[config.mk]
export PLATFORM = sky130hd
export DESIGN_NAME = mem_port_arbiter
export DESIGN_NICKNAME = d
export VERILOG_FILES = /design/src/rtl/mem_port_arbiter.sv
export SDC_FILE = /design/constraint.sdc
export NUM_CORES = 1
export LEC_CHECK = 0
export ABC_AREA = 1
export CELL_PAD_IN_SITES_DETAIL_PLACEMENT = 0
export CELL_PAD_IN_SITES_GLOBAL_PLACEMENT = 1
export CORE_UTILIZATION = 28
export CTS_CLUSTER_DIAMETER = 50
export DETAILED_ROUTE_END_ITERATION = 6
export PLACE_DENSITY = 0.83
export SYNTH_ARGS = -nofsm -noshare
export SYNTH_HDL_FRONTEND = slang
export SYNTH_SLANG_ARGS = --single-unit
[constraint.sdc]
create_clock -name clk -period 2.8 [get_ports clk]
set_clock_uncertainty 0.05 [all_clocks]
set_input_delay 0.56 -clock clk [delete_from_list [all_inputs] [get_ports clk]]
set_output_delay 0.56 -clock clk [all_outputs]
set_load 0.01 [all_outputs]
[src/rtl/mem_port_arbiter.sv]
// rtl/mem_port_arbiter.sv - fetch/load-store arbiter for the single memory port (optional timeout: MEM_ARB_TIMEOUT_EN)
module mem_port_arbiter #(
  parameter int unsigned MAX_DATA_STREAK = 4,
  parameter int unsigned TIMEOUT_CYCLES  = 16
) (
  input  logic        clk,
  input  logic        rst,
  input  logic        i_req,
  input  logic [31:0] i_addr,
  output logic        i_ack,
  output logic        i_err,
  output logic [31:0] i_rdata,
  input  logic        d_req,
  input  logic        d_we,
  input  logic [31:0] d_addr,
  input  logic [31:0] d_wdata,
  input  logic [3:0]  d_be,
  output logic        d_ack,
  output logic        d_err,
  output logic [31:0] d_rdata,
  output logic        mem_req,
  output logic        mem_we,
  output logic [31:0] mem_addr,
  output logic [31:0] mem_wdata,
  output logic [3:0]  mem_be,
  input  logic [31:0] mem_rdata,
  input  logic        mem_ack,
  output logic        fault_valid,
  output logic [31:0] fault_cause,
  output logic [31:0] fault_addr
);

  typedef enum logic [1:0] {IDLE, BUSY_I, BUSY_D, ERR_I} state_t;

  state_t      state, state_next;
  logic [31:0] streak;
  logic        fault_valid_q;
  logic [31:0] fault_cause_q, fault_addr_q;
  logic        busy, grant_d, grant_i, fetch_misaligned, timeout_hit, done;

  assign busy             = (state == BUSY_I) || (state == BUSY_D);
  // Data has priority unless a waiting fetch has already been passed over MAX_DATA_STREAK times.
  assign grant_d          = d_req && !(i_req && (MAX_DATA_STREAK != 0) && (streak >= MAX_DATA_STREAK));
  assign grant_i          = i_req && !grant_d;
  assign fetch_misaligned = (i_addr[1:0] != 2'b00);
  assign done             = busy && (mem_ack || timeout_hit);

`ifdef MEM_ARB_TIMEOUT_EN
  logic [31:0] wait_cnt;

  // A real mem_ack in the last allowed cycle still completes normally.
  assign timeout_hit = busy && !mem_ack && (wait_cnt == TIMEOUT_CYCLES - 1);

  // Count busy cycles without mem_ack; restart on every grant.
  always_ff @(posedge clk) begin
    if (rst) begin
      wait_cnt <= '0;
    end else if ((state == IDLE) && (grant_d || grant_i)) begin
      wait_cnt <= '0;
    end else if (busy && !mem_ack) begin
      wait_cnt <= wait_cnt + 32'd1;
    end
  end
`else
  logic unused_timeout;
  assign unused_timeout = (TIMEOUT_CYCLES == 0);
  assign timeout_hit    = 1'b0;
`endif

  // State register.
  always_ff @(posedge clk) begin
    if (rst) begin
      state <= IDLE;
    end else begin
      state <= state_next;
    end
  end

  // Next-state: arbitrate in IDLE, leave BUSY on completion, ERR_I lasts one cycle.
  always_comb begin
    state_next = state;
    case (state)
      IDLE: begin
        if (grant_d) begin
          state_next = BUSY_D;
        end else if (grant_i) begin
          state_next = fetch_misaligned ? ERR_I : BUSY_I;
        end
      end
      BUSY_I, BUSY_D: begin
        if (done) begin
          state_next = IDLE;
        end
      end
      ERR_I:   state_next = IDLE;
      default: state_next = IDLE;
    endcase
  end

  // Requester responses; acks are suppressed in a reset cycle so a late mem_ack is dropped.
  always_comb begin
    i_ack = 1'b0;
    i_err = 1'b0;
    d_ack = 1'b0;
    d_err = 1'b0;
    if (!rst) begin
      case (state)
        BUSY_I: begin
          i_ack = mem_ack || timeout_hit;
          i_err = timeout_hit;
        end
        BUSY_D: begin
          d_ack = mem_ack || timeout_hit;
          d_err = timeout_hit;
        end
        ERR_I: begin
          i_ack = 1'b1;
          i_err = 1'b1;
        end
        default: ;
      endcase
    end
  end

  assign i_rdata = mem_rdata;
  assign d_rdata = mem_rdata;

  // Misalignment faults come from registers; a timeout fault is raised in its own cycle.
  always_comb begin
    fault_valid = fault_valid_q;
    fault_cause = fault_cause_q;
    fault_addr  = fault_addr_q;
    if (timeout_hit && !rst) begin
      fault_valid = 1'b1;
      fault_addr  = mem_addr;
      fault_cause = (state == BUSY_I) ? 32'd1 : (mem_we ? 32'd7 : 32'd5);
    end
  end

  // Launch the granted transaction, track the data streak, and drop mem_req on completion.
  always_ff @(posedge clk) begin
    if (rst) begin
      mem_req       <= 1'b0;
      mem_we        <= 1'b0;
      mem_addr      <= '0;
      mem_wdata     <= '0;
      mem_be        <= 4'b0000;
      streak        <= '0;
      fault_valid_q <= 1'b0;
      fault_cause_q <= '0;
      fault_addr_q  <= '0;
    end else begin
      fault_valid_q <= 1'b0;
      case (state)
        IDLE: begin
          if (grant_d) begin
            mem_req   <= 1'b1;
            mem_we    <= d_we;
            mem_addr  <= d_addr;
            mem_wdata <= d_wdata;
            mem_be    <= d_be;
            if (i_req && (streak < MAX_DATA_STREAK)) begin
              streak <= streak + 32'd1;
            end
          end else if (grant_i) begin
            streak <= '0;
            if (fetch_misaligned) begin
              fault_valid_q <= 1'b1;
              fault_cause_q <= 32'd0;
              fault_addr_q  <= i_addr;
            end else begin
              mem_req  <= 1'b1;
              mem_we   <= 1'b0;
              mem_addr <= i_addr;
              mem_be   <= 4'b1111;
            end
          end
        end
        BUSY_I, BUSY_D: begin
          if (done) begin
            mem_req <= 1'b0;
          end
        end
        default: ;
      endcase
    end
  end

endmodule
==> impl_metrics.csv <==
group,metric,value,unit
final_layout,fin_nets,1182,
clock_network,cts_max_path_buffers,2,
timing,drv_slew,0,
final_layout,fin_util,39.5,%
place,dpl.cell_count,1298,
synth,postSynthAreaPerCell,6.93,um2
synth,yosysTopAreaCell,"dfxtp_1",
global_route,grt_pass1_wl,25900,um
place,dp_hpwl,11100,um
routing,ant_nets,0,
timing,worstMarginPinSlew,0.747,ns
run_status,status,"completed",
routing,drt_iter0_drc,227,
pwr,p_int,4.19,mW
clock_network,cts.sinks,137,
floorplanning,rows,54,
pwr,comb_power_share,24.6,%
global_route,grt_overflow,0,
global_route,grt_max_degree,68,
timing,tns,0,ns
clock_network,clk_latency,0.42,ns
synth,netlist_instances,906,
routing,dr_total_vias,5634,
critical_path,critPathKind,"input pin to output port",
place,io_buffers,211,
floorplanning,dieArea,23000,um2
clock_network,clk_pin_slew,0.07,ns
clock_network,post_cts_buffers,0,
synth,synth_warnings,0,
global_route,antenna_found_initial,0,
routing,first_pass_iters,4,
clock_network,ctsHtreeMaxLevel,4,
timing,rsz0062_at_grt,"no",
critical_path,timing.critical_path.from_type,"input pin",
floorplanning,ioPinCount,341,
critical_path,cp.required,2.19,ns
pwr,seq_power_share,37.6,%
routing,drc,0,
pwr,peakVddDrop,0.371,mV
global_route,grt_pass1_vias,5072,
timing,setup_viol,0,
synth,synth_cell_types,19,
routing,routed_wl,16800,um
synth,seq_area_frac_synth,43.7,%
pwr,p_total,6.01,mW
clock_network,cts_tree,"done",
floorplanning,initial_utilization,28.7,%
floorplanning,die_x,152,um
pwr,leakagePower,3.73,nW
pwr,net-switching-power,1.82,mW
synth,synth_top_area_share,43.7,%
clock_network,ctsHoldBuffers,0,
critical_path,cp_max_fo,3,
clock_network,post_cts_resize_count,0,
timing,slew_headroom,50.2,%
final_layout,instances_no_fill,1331,
critical_path,cp-end-kind,"output port",
place,routabilityCongestion,0.742,
pwr,netSwitchingFraction,30.2,%
timing,hold_viol_final,0,
synth,ys_ff_latch,137,
synth,syn_area,6280,um2
timing,period_needed,2.44,ns
pwr,p_clk_share,37.9,%
synth,synth_area_leaders,"dfxtp_1, nand2_1, buf_4",
timing,timing.fmax,410,MHz
floorplanning,core,21900,um2
routing,wl_per_cell,12.7,um
clock_network,cts_root_buffer,"clkbuf_16",
timing,timing.final.crit_share,87.1,%
floorplanning,die_h,152,um
global_route,track_usage,14.5,%
final_layout,area_growth,37.7,%
pwr,powerDensity,695,nW/um2
critical_path,arrival,1.83,ns
clock_network,cts_buffers,17,
hold_path,min_path_type,"flop to flop",
routing,vias_per_cell,4.23,
flow_run,maxCapViolCount,0,
final_layout,drive_above_1_share,5.05,%
[synth_stat cells, drive strengths merged]
cell / instances
nand2: 255
nor2: 188
dfxtp: 137
buf: 114
inv: 48
a21oi: 45
nand3: 43
o21ai: 35
clkbuf: 32
ha: 7
conb: 1
nor3: 1
[critical path, cell delays in order]
cell	delay, ns
clkdlybuf4s50_1	0.50
nand2_1	0.06
a21oi_1	0.15
clkdlybuf4s50_1	0.56
[per-layer routing]
metal | track usage, % | up-vias | share of wire [%]
li1 | - | 2910 | -
met1 | 18.1 | 2496 | 46
met2 | 23.5 | 200 | 45
met3 | 4.46 | 28 | 7.3
met4 | 5.45 | 0 | 1.8
met5 | 0 | - | 0
[sequential cells by signal, indices dropped and copies added, names as in the netlist]
signal       count
fault_addr      32
mem_addr        32
mem_wdata       32
streak          32
mem_be           4
state            2
fault_valid      1
mem_req          1
mem_we           1
[cell type report]
class / instances / area (um2)
tap: 280 / 350
clock inverter: 14 / 163
inverter: 48 / 180
fill: 2273 / 13200
clock buffer: 18 / 429
multi-input combinational: 607 / 2510
antenna: 1 / 2.50
sequential: 137 / 2740
timing repair buffer: 226 / 2270
[layout by cell type, fill, tap and decap left out, types with 3 or more instances in the layout]
master,count
nor2_1,188
clkinvlp_4,3
a21oi_1,45
o21ai_0,34
inv_6,4
dfxtp_1,137
nand3_1,43
clkbuf_16,17
conb_1,33
buf_12,4
nand2_1,252
clkdlybuf4s50_1,210
ha_1,7
inv_1,46
buf_4,11
[per-stage QoR]
stage	hold WS, ns	instance area (um2)	setup slack [ns]
after floorplan	0.369	6400	0.968
after global placement	0.376	8050	0.400
after detailed placement	0.378	8050	0.352
after CTS	0.389	8650	0.338
after global routing	0.406	8650	0.266
final	0.387	8650	0.361
[power groups by stage]
stage,sequential [mW],combinational [mW],clock (mW)
2_1_floorplan,2.38,0.802,0
3_3_place_gp,2.29,1.48,0
3_5_place_dp,2.30,1.49,0
4_1_cts,2.26,1.50,2.35
5_1_grt,2.28,1.65,2.43
6_report,2.26,1.48,2.28
[kinds of logic (layout without fill, tap and decap cells)]
logic type | after synthesis | count (layout) | share of synthesized area, %
AND/OR/NAND/NOR | 487 | 487 | 30.2
buffers and inverters | 194 | 306 | 18.3
flip-flops | 137 | 137 | 43.7
AO/OA/AOI/OAI | 80 | 80 | 6.44
adder cells (fa/ha/maj) | 7 | 7 | 1.39
other | 1 | 34 | 0.0597
[worst paths after layout]
path / startpoint / endpoint / slack (ns) / cells after the start
min: streak[25] / streak[25] / 0.39 / 2
max reg2reg: state[0] / fault_addr[5] / 0.73 / 10
min reg2reg: streak[25] / streak[25] / 0.39 / 2
max: mem_ack / i_ack / 0.36 / 4
(Power assumes the default switching activity.)
